`src/rtl/cpu_ctrl_pkg.sv`:
```
// Shared types for the CPU control unit: sequencer states, opcodes,
// the control-pin bundle and the debug step encoding.
package cpu_ctrl_pkg;

  typedef enum logic [3:0] {
    S_IDLE   = 4'd0,
    S_T0     = 4'd1,
    S_T1     = 4'd2,
    S_T2     = 4'd3,
    S_T3     = 4'd4,
    S_T4     = 4'd5,
    S_T5     = 4'd6,
    S_T6     = 4'd7,
    S_T7     = 4'd8,
    S_HALTED = 4'd15
  } state_e;

  localparam logic [4:0] OP_LD   = 5'b00000;
  localparam logic [4:0] OP_LDI  = 5'b00001;
  localparam logic [4:0] OP_ST   = 5'b00010;
  localparam logic [4:0] OP_NOP  = 5'b11010;
  localparam logic [4:0] OP_HALT = 5'b11011;

  typedef struct packed {
    logic pc_out;
    logic zlo_out;
    logic mdr_out;
    logic ba_out;
    logic cse_out;
    logic r_out;
    logic gra;
    logic grb;
    logic mar_en;
    logic z_en;
    logic pc_en;
    logic mdr_en;
    logic ir_en;
    logic y_en;
    logic r_in;
    logic pc_inc;
    logic read;
    logic ram_write;
  } ctrl_t;

  // The state encoding doubles as the debug step number.
  function automatic logic [3:0] t_step_of(input state_e s);
    return 4'(s);
  endfunction

endpackage

```
`src/rtl/mem_ctrl_sequencer_step_timer.sv`:
```
// Per-step clock counter: counts 0..STEP_CYCLES-1, flags the final
// clock, holds there while a step stalls, restarts on step change.
module step_timer #(
  parameter int unsigned STEP_CYCLES = 1
) (
  input  logic clk,
  input  logic clr,
  input  logic en_i,
  input  logic adv_i,
  output logic last
);

  localparam int unsigned CW =
    (STEP_CYCLES > 1) ? $clog2(STEP_CYCLES) : 1;
  localparam logic [CW-1:0] MAX = CW'(STEP_CYCLES - 1);

  logic [CW-1:0] cnt_q, cnt_d;

  assign last = (cnt_q == MAX);

  always_comb begin
    cnt_d = cnt_q;
    if (!en_i || adv_i) begin
      cnt_d = '0;
    end else if (!last) begin
      cnt_d = cnt_q + 1'b1;
    end
  end

  always_ff @(posedge clk) begin
    if (clr) begin
      cnt_q <= '0;
    end else begin
      cnt_q <= cnt_d;
    end
  end

endmodule

```
`src/rtl/mem_ctrl_sequencer.sv`:
```
// Control-step sequencer for fetch, ld, ldi, st, nop and halt.
// Steps last STEP_CYCLES clocks; memory steps also wait on mem_ready.
module mem_ctrl_sequencer
  import cpu_ctrl_pkg::*;
#(
  parameter int unsigned STEP_CYCLES = 1,
  parameter int unsigned IR_W        = 32,
  parameter int unsigned OPCODE_W    = 5
) (
  input  logic            clk,
  input  logic            clr,
  input  logic            run,
  input  logic [IR_W-1:0] ir,
  input  logic            mem_ready,
  output logic            pc_out,
  output logic            zlo_out,
  output logic            mdr_out,
  output logic            ba_out,
  output logic            c_sign_extended_out,
  output logic            r_out,
  output logic            gra,
  output logic            grb,
  output logic            mar_enable,
  output logic            z_enable,
  output logic            pc_enable,
  output logic            mdr_enable,
  output logic            ir_enable,
  output logic            y_enable,
  output logic            r_in,
  output logic            pc_increment,
  output logic            read,
  output logic            ram_write,
  output logic            running,
  output logic            illegal_op,
  output logic [3:0]      t_step
);

  typedef logic [OPCODE_W-1:0] op_t;
  localparam op_t LD   = op_t'(OP_LD);
  localparam op_t LDI  = op_t'(OP_LDI);
  localparam op_t ST   = op_t'(OP_ST);
  localparam op_t NOP  = op_t'(OP_NOP);
  localparam op_t HALT = op_t'(OP_HALT);

  state_e state_q, state_d;
  op_t    op_q;
  logic   ill_q;
  op_t    ir_op;
  logic   ir_mem, ir_halt, ir_ill;
  logic   in_t, mem_step, last, done;
  ctrl_t  c;
  logic   unused_ir;

  assign ir_op     = ir[IR_W-1 -: OPCODE_W];
  assign unused_ir = ^ir[IR_W-OPCODE_W-1:0];
  assign ir_mem    = ir_op inside {LD, LDI, ST};
  assign ir_halt   = (ir_op == HALT);
  assign ir_ill    = !(ir_mem || ir_halt || ir_op == NOP);

  assign in_t = (state_q != S_IDLE) && (state_q != S_HALTED);
  assign mem_step = (state_q == S_T1)
                 || (state_q == S_T6 && op_q == LD)
                 || (state_q == S_T7 && op_q == ST);
  assign done = last && (!mem_step || mem_ready);

  step_timer #(
    .STEP_CYCLES(STEP_CYCLES)
  ) u_timer (
    .clk   (clk),
    .clr   (clr),
    .en_i  (in_t),
    .adv_i (done),
    .last  (last)
  );

  always_comb begin
    state_d = state_q;
    unique case (state_q)
      S_IDLE, S_HALTED: if (run) state_d = S_T0;
      S_T0: if (done) state_d = S_T1;
      S_T1: if (done) state_d = S_T2;
      S_T2: if (done) begin
        if (ir_mem)       state_d = S_T3;
        else if (ir_halt) state_d = S_HALTED;
        else              state_d = S_T0;
      end
      S_T3: if (done) state_d = S_T4;
      S_T4: if (done) state_d = S_T5;
      S_T5: if (done) state_d = (op_q == LDI) ? S_T0 : S_T6;
      S_T6: if (done) state_d = S_T7;
      S_T7: if (done) state_d = S_T0;
      default: state_d = S_IDLE;
    endcase
  end

  always_ff @(posedge clk) begin
    if (clr) begin
      state_q <= S_IDLE;
      op_q    <= NOP;
      ill_q   <= 1'b0;
    end else begin
      state_q <= state_d;
      ill_q   <= (state_q == S_T2) && done && ir_ill;
      if (state_q == S_T2 && done) op_q <= ir_op;
    end
  end

  // Loads fire on the step's closing clock; in memory steps that is
  // the clock the handshake completes, so they follow mem_ready.
  always_comb begin
    c = '0;
    unique case (state_q)
      S_T0: begin
        c.pc_out = 1'b1;
        c.mar_en = done;
        c.pc_inc = done;
        c.z_en   = done;
      end
      S_T1: begin
        c.zlo_out = 1'b1;
        c.read    = 1'b1;
        c.pc_en   = done;
        c.mdr_en  = done;
      end
      S_T2: begin
        c.mdr_out = 1'b1;
        c.ir_en   = done;
      end
      S_T3: begin
        c.grb    = 1'b1;
        c.ba_out = 1'b1;
        c.y_en   = done;
      end
      S_T4: begin
        c.cse_out = 1'b1;
        c.z_en    = done;
      end
      S_T5: begin
        c.zlo_out = 1'b1;
        if (op_q == LDI) begin
          c.gra  = 1'b1;
          c.r_in = done;
        end else begin
          c.mar_en = done;
        end
      end
      S_T6: begin
        if (op_q == LD) begin
          c.read = 1'b1;
        end else begin
          c.gra   = 1'b1;
          c.r_out = 1'b1;
        end
        c.mdr_en = done;
      end
      S_T7: begin
        if (op_q == LD) begin
          c.mdr_out = 1'b1;
          c.gra     = 1'b1;
          c.r_in    = done;
        end else begin
          c.ram_write = 1'b1;
        end
      end
      default: c = '0;
    endcase
  end

  assign pc_out              = c.pc_out;
  assign zlo_out             = c.zlo_out;
  assign mdr_out             = c.mdr_out;
  assign ba_out              = c.ba_out;
  assign c_sign_extended_out = c.cse_out;
  assign r_out               = c.r_out;
  assign gra                 = c.gra;
  assign grb                 = c.grb;
  assign mar_enable          = c.mar_en;
  assign z_enable            = c.z_en;
  assign pc_enable           = c.pc_en;
  assign mdr_enable          = c.mdr_en;
  assign ir_enable           = c.ir_en;
  assign y_enable            = c.y_en;
  assign r_in                = c.r_in;
  assign pc_increment        = c.pc_inc;
  assign read                = c.read;
  assign ram_write           = c.ram_write;
  assign running             = in_t;
  assign illegal_op          = ill_q;
  assign t_step              = t_step_of(state_q);

endmodule

```
`config.mk`:
```
export PLATFORM = sky130hd
export DESIGN_NAME = mem_ctrl_sequencer
export DESIGN_NICKNAME = d
export VERILOG_FILES = /design/src/rtl/cpu_ctrl_pkg.sv /design/src/rtl/mem_ctrl_sequencer_step_timer.sv /design/src/rtl/mem_ctrl_sequencer.sv
export SDC_FILE = /design/constraint.sdc
export NUM_CORES = 1
export LEC_CHECK = 0
export ABC_AREA = 1
export CORE_MARGIN = 8
export CORE_UTILIZATION = 37
export DETAILED_ROUTE_END_ITERATION = 6
export PLACE_DENSITY = 0.89
export SYNTH_ARGS = -nofsm -noshare
export SYNTH_HDL_FRONTEND = slang
export SYNTH_SLANG_ARGS = --single-unit
```
`constraint.sdc`:
```
create_clock -name clk -period 2.8 [get_ports clk]
set_input_delay 0.56 -clock clk [delete_from_list [all_inputs] [get_ports clk]]
set_output_delay 0.56 -clock clk [all_outputs]
set_load 0.02 [all_outputs]
```
==> results of run 1 <==
where the power goes:
part	leakage [nW]	total, mW	internal, mW	switching, mW
clock network	0.0177	0.113	0.0531	0.0603
registers	0.0908	0.234	0.191	0.0435
logic	0.596	0.754	0.315	0.438
worst min path at each step:
stage | startpoint | to | slack (ns) | depth (start not counted)
CTS | op_q[2] | op_q[2] | 0.48 | 2
detailed placement | op_q[2] | op_q[2] | 0.47 | 2
finish | op_q[2] | op_q[2] | 0.48 | 2
global route | op_q[3] | op_q[3] | 0.51 | 2
floorplan | op_q[2] | op_q[2] | 0.44 | 2
global placement | op_q[2] | op_q[2] | 0.46 | 2
cell usage after synthesis:
cell type	count
nand4_1	1
nand2_2	2
and2_1	1
o211ai_1	2
conb_1	1
inv_1	22
o21ai_2	1
nand2_4	3
nand3_4	1
inv_2	4
dfxtp_1	11
nor2_1	24
buf_6	1
nor2_2	3
a21oi_1	10
nand3_1	7
nand3_2	5
nand2_1	33
or2_0	1
nor3_1	3
o21ai_0	3
clkinv_1	1
buf_4	1
critical path, delay by kind of cell, from the launching register on:
family	cells	cell delay (ns)
buffers and inverters	2	0.71
flip-flops	1	0.37
AND/OR/NAND/NOR	8	0.75
registers in the layout, summed over array words and instances, names as in the netlist:
signal	count
illegal_op	1
op_q	5
t_step	4
u_timer.cnt_q	1
logic make-up after synthesis:
| kind of cell | share of synthesized area, % |
|---|---|
| flip-flops | 26.0 |
| other | 0.442 |
| AND/OR/NAND/NOR | 49.0 |
| buffers and inverters | 14.2 |
| AO/OA/AOI/OAI | 10.5 |
area by class of cell:
class,instances,area share [%]
inverter,27,8.26
tap,28,2.85
sequential,11,18.1
clock inverter,1,0.408
multi-input combinational,101,41.4
clock buffer,3,1.83
timing repair buffer,32,27.1
through the flow:
stage | instances | cell area, sq um | utilization [%] | power [mW] | setup WS (ns)
CTS | 203 | 1210 | 55.3 | 1.11 | 0.0267
finish | 203 | 1230 | 56.0 | 1.10 | 0.126
floorplan | 141 | 848 | - | 0.750 | 0.662
detailed placement | 199 | 1180 | 54.1 | 0.998 | 0.190
global route | 203 | 1230 | 56.0 | 1.19 | 0.00714
global placement | 199 | 1180 | 54.1 | 0.986 | 0.245
metal layers:
metal	global-route usage [%]	vias up
li1	-	506
met1	11.1	398
met2	18.1	26
met3	3.31	7
met4	6.13	0
met5	0	-
timing repair:
action / 4_1_cts / 5_1_grt
resized for setup: 0 / 7
hold buffers: 0 / 0
setup endpoints to repair: 0 / 8
==> flow_metrics.py, run 1 <==
metrics = {
    "outcome": {
        "status": "finished clean",
    },
    "clock_network": {
        "cts-root-buf": "clkbuf_4",
        "clk_pin_slew_ns": 0.08,
        "cts_buffer_depth": 2,
        "numCtsBuffers": 3,
        "h-tree-depth": 1,
        "post_cts_buffers": 0,
        "insertion_delay_ns": 0.28,
        "tritoncts": "yes",
        "cts.sinks": 11,
    },
    "sta": {
        "fmax_mhz": 374,
        "fin_tns_setup_ns": 0,
        "fin_skew_ns": 0.00697,
        "timing.final.crit_share_pct": 95.5,
        "rsz0062_at_grt": "no",
        "fin_crit_ns": 2.67,
        "drv_slew": 0,
        "hold_slack_ns": 0.477,
        "hold_viol_final": 0,
        "setup_violations": 0,
    },
    "worst_setup_path": {
        "crit_end": "z_enable",
        "crit_fanout": 8,
        "start_kind": "register",
        "reg2reg_to": "t_step[2]",
        "critPathArrivalTime_ns": 2.11,
        "crit_path_max_incr_delay_ns": 0.61,
        "rr_startpoint": "t_step[1]",
        "crit_top_cell": "nand2_1",
        "end_kind": "output port",
        "cp.required_ns": 2.24,
        "path_class": "reg2out",
        "r2r.worst_path.cells": 8,
        "critPathSlowestCell": "clkdlybuf4s50_1",
        "startpoint": "t_step[1]",
        "r2r_setup_slack_ns": 1.19,
        "worstPathCellList": "nand2_1 > clkinv_1 > nand2_1 > nand2_1 > nand2_1 > nand2_2 > nand2_4 > nand2_4 > nor2_1 > clkdlybuf4s50_1",
    },
    "final_layout": {
        "fillers": 210,
        "register_area_sq_um": 223,
        "final_common_cell": "nand2_1",
        "multi_input_area_sq_um": 508,
        "antenna_cells": 0,
        "layout_common_cells": "nand2_1, clkdlybuf4s50_1, nor2_1, inv_1, a21oi_1",
        "area_growth_pct": 44.7,
        "drive_gt1_share_pct": 14.3,
        "final_nets": 212,
    },
    "synth": {
        "synth_area_per_cell_sq_um": 6.02,
        "synth-warning-count": 0,
        "ys_types": 23,
        "synth_top_cell_by_area": "dfxtp_1",
        "synth_cells": 141,
        "yosysTopAreaCellShare_pct": 26.0,
        "ys_seq_area_share_pct": 26.0,
        "ys_seq_elements": 11,
        "synthTopCellsByArea": "dfxtp_1, nand2_1, nor2_1",
        "syn_area_sq_um": 848,
        "synth_fp_nets": 177,
    },
    "route": {
        "first_iter_violations": 29,
        "final_antenna_net_count": 0,
        "wl_met2_um": 984,
        "dr.pass1.iters": 4,
        "drc_errors": 0,
        "highest_layer": "met4",
        "wl_met1_um": 913,
        "vias": 937,
        "wl_per_cell_um": 10.3,
        "routed_wirelength_um": 2100,
        "wl_met3_um": 135,
        "avgViaCountPerCell": 4.62,
    },
    "floorplan": {
        "die_w_um": 63.9,
        "num_rows": 17,
        "floorplan.core_area_sq_um": 2190,
        "dieArea_sq_um": 4080,
        "initial_core_util_pct": 38.7,
        "die_height_um": 63.9,
        "num_io_pins": 60,
    },
    "power": {
        "p_leak_nw": 0.705,
        "power_density_nw_per_um2": 897,
        "vdd_ir_drop_max_mv": 0.468,
    },
    "global_routing": {
        "grt_use_total_pct": 10.5,
        "grt_overflow": 0,
        "antenna_found_initial": 0,
        "grt_pass1_wl_um": 3590,
        "grt_pass1_vias": 864,
        "grt_start_max_net_pins": 10,
    },
    "place": {
        "portBuffers": 32,
        "gp_congestion": 0.866,
        "dp_hpwl_um": 1790,
    },
    "run": {
        "maxCapViolCount": 0,
    },
    "min_path": {
        "hp-class": "reg2reg",
    },
}
Note: power is estimated with default switching activity, not from simulation.
==> run 2, diff against run 1 <==
Settings changed: SLEW_MARGIN set to 20.
==> results of run 2 <==
Same layout as run 1: the final DEF is identical, and so are final timing and power.
==> run 3, diff against run 2 <==
Settings changed: SKIP_LAST_GASP set to 1.
==> flow_metrics.py, run 3 (same netlist as run 1, synthesis figures left out) <==
metrics = {
    "final_layout": {
        "area_growth_pct": 44.4,
        "fillers": 209,
        "drive_gt1_share_pct": 14.3,
        "antenna_cells": 0,
        "final_common_cell": "nand2_1",
        "layout_common_cells": "nand2_1, clkdlybuf4s50_1, nor2_1, inv_1, a21oi_1",
        "final_nets": 212,
        "largest-register": "op_q",
        "largest_reg_flops": 5,
    },
    "worst_setup_path": {
        "critPathSlowestCell": "clkdlybuf4s50_1",
        "start_kind": "register",
        "path_buf_inv": 2,
        "crit_top_cell": "nand2_1",
        "worst_path_dominant_cell_family": "simple AND/OR/NAND/NOR gates",
        "end_kind": "output port",
        "critPathArrivalTime_ns": 2.11,
        "worstPathCellList": "nand2_1 > clkinv_1 > nand2_1 > nand2_1 > nand2_1 > nand2_2 > nand2_4 > nand2_4 > nor2_1 > clkdlybuf4s50_1",
        "path_class": "reg2out",
        "crit_path_max_incr_delay_ns": 0.61,
        "crit_fanout": 8,
        "cp.required_ns": 2.24,
    },
    "power": {
        "vdd_ir_drop_max_mv": 0.468,
        "power_density_nw_per_um2": 899,
        "power_mw": 1.10,
        "power_frac_seq_pct": 21.3,
        "power_frac_comb_pct": 68.4,
        "switching_share_pct": 49.2,
        "clkPwrFrac_pct": 10.3,
        "cellInternalPower_mw": 0.560,
        "switchingPower_mw": 0.542,
        "p_leak_nw": 0.687,
    },
    "place": {
        "dp_hpwl_um": 1790,
        "gp_congestion": 0.866,
        "portBuffers": 32,
    },
    "sta": {
        "fin_skew_ns": 0.00697,
        "setup_violations": 0,
        "timing.final.crit_share_pct": 95.5,
        "fin_crit_ns": 2.67,
        "drv_slew": 0,
        "hold_viol_final": 0,
        "fin_tns_setup_ns": 0,
        "fmax_mhz": 374,
        "rsz0062_at_grt": "yes",
    },
    "route": {
        "first_iter_violations": 32,
        "dr.pass1.iters": 4,
        "routed_wirelength_um": 2090,
        "avgViaCountPerCell": 4.60,
        "drc_errors": 0,
        "wl_per_cell_um": 10.3,
        "vias": 934,
        "final_antenna_net_count": 0,
    },
    "clock_network": {
        "clk_pin_slew_ns": 0.08,
        "numCtsBuffers": 3,
        "cts.sinks": 11,
        "insertion_delay_ns": 0.28,
        "cts_buffer_depth": 2,
        "tritoncts": "yes",
        "cts_hold_buffers": 0,
        "cts-root-buf": "clkbuf_4",
        "h-tree-depth": 1,
    },
    "floorplan": {
        "die_height_um": 63.9,
        "num_io_pins": 60,
        "floorplan.core_area_sq_um": 2190,
        "die_w_um": 63.9,
        "num_rows": 17,
        "dieArea_sq_um": 4080,
        "initial_core_util_pct": 38.7,
    },
    "run": {
        "maxCapViolCount": 0,
    },
    "min_path": {
        "hp-class": "reg2reg",
    },
    "global_routing": {
        "grt_pass1_vias": 864,
        "antenna_found_initial": 0,
        "grt_pass1_wl_um": 3590,
        "grt_overflow": 0,
        "grt_start_max_net_pins": 10,
        "grt_use_total_pct": 10.5,
    },
    "outcome": {
        "status": "finished clean",
    },
}
## run 3: worst paths after layout
kind,slack [ns],to,cells past startpoint,startpoint
max,0.13,z_enable,10,t_step[1]
min,0.48,op_q[2],2,op_q[2]
max reg2reg,1.19,t_step[2],8,t_step[1]
min reg2reg,0.48,op_q[2],2,op_q[2]
## run 3: cell type report
type / instances / area [sq um] / area share, %
clock buffers: 3 / 22.5 / 1.84
clock inverters: 1 / 5.00 / 0.409
inverters: 27 / 101 / 8.27
multi-input cells: 101 / 508 / 41.5
flip-flops and latches: 11 / 223 / 18.2
well taps: 28 / 35.0 / 2.86
repair buffers: 32 / 330 / 27.0
## run 3: metal layers
layer / track usage (%) / wire length (um)
met5: 0 / 0
met4: 6.13 / 63
met3: 3.31 / 132
met1: 11.1 / 916
met2: 18.1 / 977
## run 3: per-stage QoR
stage	setup slack (ns)	hold WS (ns)	cell area [sq um]	utilization [%]	cells
6_report	0.127	0.477	1220	55.9	203
5_1_grt	-0.00506	0.512	1220	55.9	203
4_1_cts	0.0267	0.480	1210	55.3	203
3_5_place_dp	0.190	0.469	1180	54.1	199
3_3_place_gp	0.245	0.458	1180	54.1	199
2_1_floorplan	0.662	0.440	848	-	141
## run 3: what timing repair did
action | CTS | global route
gates resized for setup | 0 | 6
hold endpoints to repair | 0 | 0
buffers inserted | 0 | 0
endpoints found under the setup margin | 0 | 8
## run 3: worst reg2reg max path, stage by stage, from the launching register on
cell and delay, ns:
dfxtp_1 0.44, nand2_1 0.14, clkinv_1 0.08, nand3_1 0.07
o21ai_2 0.09, inv_2 0.05, or2_0 0.37, a21oi_1 0.21
nor2_1 0.06
## run 3: power by group through the flow
stage	clock network (mW)	registers (mW)	logic [mW]
after global routing	0.119	0.242	0.834
final	0.113	0.234	0.754
after floorplan	0	0.256	0.494
after global placement	0	0.233	0.753
after detailed placement	0	0.234	0.764
after CTS	0.114	0.231	0.766
